**config.mk**
```make
export PLATFORM = sky130hd
export DESIGN_NAME = serial_memory_loader_flat
export DESIGN_NICKNAME = d
export VERILOG_FILES = /design/src/rtl/LoaderCommandPackage.sv /design/src/rtl/MemoryModesPackage.sv /design/src/rtl/serial_memory_loader_if.sv /design/src/rtl/loader_timeout_counter.sv /design/src/rtl/serial_memory_loader.sv /design/src/flat_wrapper.sv
export SDC_FILE = /design/constraint.sdc
export NUM_CORES = 1
export LEC_CHECK = 0
export CORE_UTILIZATION = 39
export DETAILED_ROUTE_END_ITERATION = 7
export SLEW_MARGIN = 20
export SYNTH_ARGS = -nofsm -noshare
export SYNTH_HDL_FRONTEND = slang
export SYNTH_SLANG_ARGS = --single-unit
```
**constraint.sdc**
```tcl
create_clock -name clk -period 3.05 [get_ports clk]
set_clock_uncertainty 0.15 [all_clocks]
set_input_delay 0.61 -clock clk [delete_from_list [all_inputs] [get_ports clk]]
set_output_delay 0.61 -clock clk [all_outputs]
set_load 0.005 [all_outputs]
```
**src/rtl/LoaderCommandPackage.sv**
```systemverilog
// LoaderCommandPackage: serial loader opcodes, response bytes and FSM state encoding.
package LoaderCommandPackage;
  localparam logic [7:0] CMD_WRITE = 8'h57;
  localparam logic [7:0] CMD_READ  = 8'h52;
  localparam logic [7:0] CMD_GO    = 8'h47;
  localparam logic [7:0] CMD_HALT  = 8'h48;
  localparam logic [7:0] ACK       = 8'h06;
  localparam logic [7:0] NAK       = 8'h15;
  typedef enum logic [2:0] {
    ST_IDLE,
    ST_ADDR,
    ST_DATA,
    ST_WRITE,
    ST_READ_WAIT,
    ST_SEND
  } loader_state_e;
endpackage

```
**src/rtl/MemoryModesPackage.sv**
```systemverilog
// MemoryModesPackage: memory port access-mode encodings shared with the memory system.
package MemoryModesPackage;
  typedef enum logic [2:0] {
    MEM_NONE = 3'd0,
    MEM_BYTE = 3'd1,
    MEM_HALF = 3'd2,
    MEM_WORD = 3'd3
  } mem_mode_e;
endpackage

```
**src/rtl/serial_memory_loader_if.sv**
```systemverilog
// serial_memory_loader_if: byte stream, processor control and memory port of the serial loader.
interface serial_memory_loader_if;
  import MemoryModesPackage::*;
  logic        rx_valid;
  logic [7:0]  rx_byte;
  logic        tx_valid;
  logic [7:0]  tx_byte;
  logic        tx_ready;
  logic        pause;
  logic        external_memory_control;
  logic [31:0] external_address;
  logic [31:0] external_data;
  mem_mode_e   external_read_mode;
  mem_mode_e   external_write_mode;
  logic [31:0] external_data_out;
  modport master (
    input  rx_valid, rx_byte, tx_ready, external_data_out,
    output tx_valid, tx_byte, pause, external_memory_control,
           external_address, external_data, external_read_mode, external_write_mode
  );
  modport slave (
    output rx_valid, rx_byte, tx_ready, external_data_out,
    input  tx_valid, tx_byte, pause, external_memory_control,
           external_address, external_data, external_read_mode, external_write_mode
  );
endinterface

```
**src/rtl/loader_timeout_counter.sv**
```systemverilog
// loader_timeout_counter: saturating idle counter, expired once TIMEOUT_CYCLES enabled cycles pass without clear.
module loader_timeout_counter #(
  parameter int TIMEOUT_CYCLES = 1000000
) (
  input  logic clk,
  input  logic rst_n,
  input  logic clear,
  input  logic enable,
  output logic expired
);
  localparam int W = $clog2(TIMEOUT_CYCLES + 1);
  logic [W-1:0] cnt_q, cnt_d;
  assign expired = cnt_q == W'(TIMEOUT_CYCLES);
  always_comb cnt_d = clear ? '0 : (enable && !expired) ? cnt_q + 1'b1 : cnt_q;
  always_ff @(posedge clk or negedge rst_n)
    if (!rst_n) cnt_q <= '0;
    else cnt_q <= cnt_d;
endmodule

```
**src/rtl/serial_memory_loader.sv**
```systemverilog
// serial_memory_loader: decodes serial command frames into word reads/writes on the memory port
// and returns ACK/NAK or read data over the byte transmitter.
module serial_memory_loader
  import MemoryModesPackage::*;
  import LoaderCommandPackage::*;
#(
  parameter int READ_LATENCY   = 1,
  parameter int TIMEOUT_CYCLES = 1000000
) (
  input logic                   clk,
  input logic                   rst_n,
  serial_memory_loader_if.master bus
);
  localparam int LW = READ_LATENCY > 1 ? $clog2(READ_LATENCY) : 1;
  loader_state_e state_q, state_d;
  logic [1:0]    byte_cnt_q, byte_cnt_d;
  logic          is_read_q, is_read_d;
  logic [31:0]   addr_q, addr_d, data_q, data_d, resp_q, resp_d;
  logic [2:0]    tx_left_q, tx_left_d;
  logic          hold_q, hold_d;
  logic [LW-1:0] lat_q, lat_d;
  logic          in_frame, expired, is_mem_op, is_ctl_op;
  assign in_frame  = state_q == ST_ADDR || state_q == ST_DATA;
  assign is_mem_op = bus.rx_byte == CMD_WRITE || bus.rx_byte == CMD_READ;
  assign is_ctl_op = bus.rx_byte == CMD_GO || bus.rx_byte == CMD_HALT;
  loader_timeout_counter #(.TIMEOUT_CYCLES(TIMEOUT_CYCLES)) u_timeout (
    .clk     (clk),
    .rst_n   (rst_n),
    .clear   (!in_frame || bus.rx_valid),
    .enable  (in_frame),
    .expired (expired)
  );
  always_comb begin
    state_d    = state_q;
    byte_cnt_d = byte_cnt_q;
    is_read_d  = is_read_q;
    addr_d     = addr_q;
    data_d     = data_q;
    resp_d     = resp_q;
    tx_left_d  = tx_left_q;
    hold_d     = hold_q;
    lat_d      = '0;
    case (state_q)
      ST_IDLE: if (bus.rx_valid) begin
        is_read_d  = bus.rx_byte == CMD_READ;
        byte_cnt_d = '0;
        state_d    = is_mem_op ? ST_ADDR : ST_SEND;
        tx_left_d  = 3'd1;
        resp_d     = is_mem_op ? resp_q : {is_ctl_op ? ACK : NAK, 24'h0};
        hold_d     = bus.rx_byte == CMD_GO ? 1'b0 : (is_mem_op || bus.rx_byte == CMD_HALT) ? 1'b1 : hold_q;
      end
      ST_ADDR, ST_DATA: if (bus.rx_valid) begin
        byte_cnt_d = byte_cnt_q + 2'd1;
        addr_d     = state_q == ST_ADDR ? {addr_q[23:0], bus.rx_byte} : addr_q;
        data_d     = state_q == ST_DATA ? {data_q[23:0], bus.rx_byte} : data_q;
        if (byte_cnt_q == 2'd3)
          state_d = state_q == ST_DATA ? ST_WRITE : is_read_q ? ST_READ_WAIT : ST_DATA;
      end else if (expired) begin
        // abandoned frame: NAK without touching memory
        state_d   = ST_SEND;
        resp_d    = {NAK, 24'h0};
        tx_left_d = 3'd1;
      end
      ST_WRITE: begin
        state_d   = ST_SEND;
        resp_d    = {ACK, 24'h0};
        tx_left_d = 3'd1;
      end
      ST_READ_WAIT: if (lat_q == LW'(READ_LATENCY - 1)) begin
        state_d   = ST_SEND;
        resp_d    = bus.external_data_out;
        tx_left_d = 3'd4;
      end else lat_d = lat_q + 1'b1;
      ST_SEND: if (bus.tx_ready) begin
        resp_d    = {resp_q[23:0], 8'h0};
        tx_left_d = tx_left_q - 3'd1;
        state_d   = tx_left_q == 3'd1 ? ST_IDLE : ST_SEND;
      end
      default: state_d = ST_IDLE;
    endcase
  end
  always_ff @(posedge clk or negedge rst_n)
    if (!rst_n) begin
      state_q    <= ST_IDLE;
      byte_cnt_q <= '0;
      is_read_q  <= 1'b0;
      addr_q     <= '0;
      data_q     <= '0;
      resp_q     <= '0;
      tx_left_q  <= '0;
      hold_q     <= 1'b1;
      lat_q      <= '0;
    end else begin
      state_q    <= state_d;
      byte_cnt_q <= byte_cnt_d;
      is_read_q  <= is_read_d;
      addr_q     <= addr_d;
      data_q     <= data_d;
      resp_q     <= resp_d;
      tx_left_q  <= tx_left_d;
      hold_q     <= hold_d;
      lat_q      <= lat_d;
    end
  assign bus.tx_valid                = state_q == ST_SEND;
  assign bus.tx_byte                 = resp_q[31:24];
  assign bus.pause                   = hold_q;
  assign bus.external_memory_control = hold_q;
  assign bus.external_address        = addr_q;
  assign bus.external_data           = data_q;
  assign bus.external_read_mode      = state_q == ST_READ_WAIT ? MEM_WORD : MEM_NONE;
  assign bus.external_write_mode     = state_q == ST_WRITE ? MEM_WORD : MEM_NONE;
endmodule

```
**src/flat_wrapper.sv**
```systemverilog
// flat-port wrapper written by rule: the top's interface ports become plain ports
module serial_memory_loader_flat import MemoryModesPackage::*; import LoaderCommandPackage::*;
#(
  parameter int READ_LATENCY   = 1,
  parameter int TIMEOUT_CYCLES = 1000000
)
  (clk, rst_n, bus_rx_valid, bus_rx_byte, bus_tx_ready, bus_external_data_out, bus_tx_valid, bus_tx_byte, bus_pause, bus_external_memory_control, bus_external_address, bus_external_data, bus_external_read_mode, bus_external_write_mode);
  serial_memory_loader_if bus_i ();
  input logic clk;
  input logic rst_n;
  input wire logic [$bits(bus_i.rx_valid)-1:0] bus_rx_valid;
  input wire logic [$bits(bus_i.rx_byte)-1:0] bus_rx_byte;
  input wire logic [$bits(bus_i.tx_ready)-1:0] bus_tx_ready;
  input wire logic [$bits(bus_i.external_data_out)-1:0] bus_external_data_out;
  output wire logic [$bits(bus_i.tx_valid)-1:0] bus_tx_valid;
  output wire logic [$bits(bus_i.tx_byte)-1:0] bus_tx_byte;
  output wire logic [$bits(bus_i.pause)-1:0] bus_pause;
  output wire logic [$bits(bus_i.external_memory_control)-1:0] bus_external_memory_control;
  output wire logic [$bits(bus_i.external_address)-1:0] bus_external_address;
  output wire logic [$bits(bus_i.external_data)-1:0] bus_external_data;
  output wire logic [$bits(bus_i.external_read_mode)-1:0] bus_external_read_mode;
  output wire logic [$bits(bus_i.external_write_mode)-1:0] bus_external_write_mode;
  assign bus_i.rx_valid = bus_rx_valid;
  assign bus_i.rx_byte = bus_rx_byte;
  assign bus_i.tx_ready = bus_tx_ready;
  assign bus_i.external_data_out = bus_external_data_out;
  assign bus_tx_valid = bus_i.tx_valid;
  assign bus_tx_byte = bus_i.tx_byte;
  assign bus_pause = bus_i.pause;
  assign bus_external_memory_control = bus_i.external_memory_control;
  assign bus_external_address = bus_i.external_address;
  assign bus_external_data = bus_i.external_data;
  assign bus_external_read_mode = bus_i.external_read_mode;
  assign bus_external_write_mode = bus_i.external_write_mode;
  serial_memory_loader #(.READ_LATENCY(READ_LATENCY), .TIMEOUT_CYCLES(TIMEOUT_CYCLES)) u_core (.clk(clk), .rst_n(rst_n), .bus(bus_i));
endmodule
```
==> reports/metrics.yaml <==
synthesis:
  synth-edff-count: 0
  avgSynthCellArea_sq_um: 12.5
  synthArstFlopShare: 1.00
  synth_compound_area_frac: 0.0577
  syn_area_sq_um: 5890
  synth_seq_cells: 126
  post-synth-top-area-cell: "dfrtp_1"
  synthSimpleGateAreaFrac: 0.0951
  yosys-mux-area-fraction: 0.232
  synth_cell_types: 50
  synth_xor_area_frac: 0.0267
  synth-adder-area-share: 0.0106
  yosys.area.top_type_share: 0.531
  yosysSeqAreaShare: 0.535
  synth.area.top_cells: "dfrtp_1, mux2_2, mux2_4"
  synth_ff_type: "dfrtp_1"
  synth_top_family_by_area: "multiplexers"
  synth_warnings: 0
  synth_cells: 471
place:
  dp_cells: 760
  io_buffer_count: 122
  placed_area_sq_um: 7320
  place_hpwl_mm: 8.69
  detailedPlace.worstSlack_ps: 186
  gp_congestion: 0.796
clock_tree:
  numCtsBuffers: 17
  cts-root-buf: "clkbuf_16"
  clock_sinks: 126
  clock_latency_ps: 420
  clockBufferDepth: 2
  post-cts-setup-buffers: 0
  cts_hold_buffers: 0
  cts_tree: "built"
  clkTransAtPathRegs_ps: 60
  htreeDepth: 4
  cts_resized: 0
floorplan:
  core_sq_um: 14600
  io_pins: 125
  rows: 44
  start_util: 0.403
  die_w_um: 125
  dieHeight_um: 125
  die-area_sq_um: 15600
sta:
  post-route-period-util: 0.944
  final-hold-violation-count: 0
  rsz0062_at_grt: "no"
  fin_crit_ps: 2880
  maxSlewViolCount: 0
  worstMarginPinSlew_ps: 594
  setup_violations: 0
  setup_tns_ps: 0
  fin_ws_ps: 171
  fmax_mhz: 347
  maxSlewHeadroom: 0.604
pwr:
  ir_drop_v: 0.000518
  leakage_nw: 3.56
  switching_share: 0.298
  p_seq_frac: 0.341
  p_int_mw: 5.70
  power_frac_comb: 0.382
  clkPwrFrac: 0.278
  power_density_nw_per_um2: 1020
  power.switching_mw: 2.42
layout:
  design_area_sq_um: 7980
  layout.nets: 644
  layoutNonFillerInstCount: 792
  syn2layout_area_growth_pct: 35.4
  final_cell_mix: "dfrtp_1, clkdlybuf4s50_1, mux2_2"
  drive_gt1_frac: 0.237
  diodes: 0
  fillCellCount: 1229
  final_common_cell: "dfrtp_1"
min_path:
  worstHoldPathType: "in -> async"
setup_path:
  crit_path_top_delay_cell: "dfrtp_1"
  crit_path_start: "u_core.state_q[1]$_DFFE_PN0P_"
  rr_worst_depth: 8
  cpPeakStageDelay_ps: 530
  rr_startpoint: "u_core.u_timeout.cnt_q[0]$_DFFE_PN0P_"
  critical_path_class: "reg -> out"
  cp_cell_sequence: "inv_1, nor3_1, buf_4, clkdlybuf4s50_1"
  end_kind: "output pin"
  start_kind: "flip-flop"
  reg2reg_slack_ps: 690
  worstPathArrival_ps: 2120
  r2r_end: "u_core.resp_q[10]$_DFFE_PN0P_"
  worstPathRequired_ps: 2290
  worstPathMaxFanout: 10
global_routing:
  grt_pass1_vias: 4108
  grt_pass1_wl_mm: 21.5
  grt_max_degree: 61
  antenna_found_initial: 0
  grt-ovfl-total: 0
  grt_use_total: 0.177
detailed_routing:
  drc: 6
  vias: 4023
  detail-route-antenna-nets: 0
  finalWirelength_mm: 12.7
  drt_iter0_drc: 168
  drt_pre_antenna_iters: 8
  wl_per_cell_um: 16.0
  routed_via_density: 5.08
outcome:
  run_status: "complete, but fails checks"
  violations: "DRC"
run:
  cap_viol_max_count: 0
## metal layers
layer,track usage,part of all wire,up-vias
li1,-,-,1916
met1,0.239,0.47,1997
met2,0.267,0.46,95
met3,0.0535,0.056,15
met4,0.0660,0.015,0
met5,0,0,-
## worst max-delay path, delay by kind of cell, from the launching register on
family	cells	cell delay (ps)
flip-flops	1	530
AND/OR/NAND/NOR	1	290
buffers and inverters	3	890
## state kept, by name (all words and copies together) (netlist names)
| name | flops |
|---|---|
| u_core.bus.external_address | 32 |
| u_core.bus.external_data | 32 |
| u_core.resp_q | 32 |
| u_core.u_timeout.cnt_q | 20 |
| u_core.state_q | 3 |
| u_core.tx_left_q | 3 |
| u_core.byte_cnt_q | 2 |
| u_core.bus.external_memory_control | 1 |
| u_core.is_read_q | 1 |
## worst max path at each step
stage	endpoint	depth (start not counted)
after CTS	bus_external_write_mode[0]	4
after global routing	bus_external_write_mode[0]	4
after floorplan	bus_external_read_mode[1]	5
after global placement	u_core.resp_q[31]$_DFFE_PN0P_	6
after detailed placement	u_core.resp_q[31]$_DFFE_PN0P_	6
final	bus_external_write_mode[0]	4
## power groups by stage
stage	Clock, mW	Sequential (mW)	Combinational (mW)
after floorplan	0	2.68	1.88
after global routing	2.38	2.87	3.37
final	2.25	2.77	3.10
after CTS	2.30	2.77	3.15
after global placement	0	2.77	3.10
after detailed placement	0	2.79	3.13
## synth_stat cells (2+ instances only)
cell type  number
dfrtp_1       125
mux2_2         67
nor2_1         46
mux2i_1        28
mux2_4         22
nand2_1        16
buf_4          13
o21ai_0        13
inv_1          11
nand3_1        11
xnor2_1         9
xor2_1          9
a22o_1          8
buf_2           8
a21oi_1         7
clkbuf_1        7
nor3_1          7
nor4b_1         6
ha_1            5
a31oi_1         4
nand2b_1        4
nand4_1         4
or3_1           4
a211oi_1        3
buf_6           3
nor2b_1         3
and3_1          2
and4_1          2
buf_1           2
nor4_1          2
## kinds of logic after synthesis
group	Yosys count
AND/OR/NAND/NOR	111
flip-flops	126
buffers and inverters	45
AO/OA/AOI/OAI	48
other	1
XOR/XNOR	18
adder cells (fa/ha/maj)	5
multiplexers	117
## stage by stage
step	utilization	hold slack, ps	power [mW]
floorplan	-	164	4.56
global placement	0.500	331	5.87
detailed placement	0.500	335	5.92
CTS	0.545	39.1	8.22
global route	0.545	71.5	8.62
finish	0.545	1.90	8.12
## area by class of cell
cell class / count / area [sq um] / area share
Clock inverter: 13 / 211 / 0.0265
Sequential cell: 126 / 3160 / 0.395
Multi-Input combinational cell: 301 / 2500 / 0.313
Clock buffer: 19 / 453 / 0.0567
Tap cell: 184 / 230 / 0.0288
Inverter: 12 / 45.0 / 0.00564
Timing Repair Buffer: 137 / 1390 / 0.174
No activity file was read; power rests on OpenSTA's default activity.
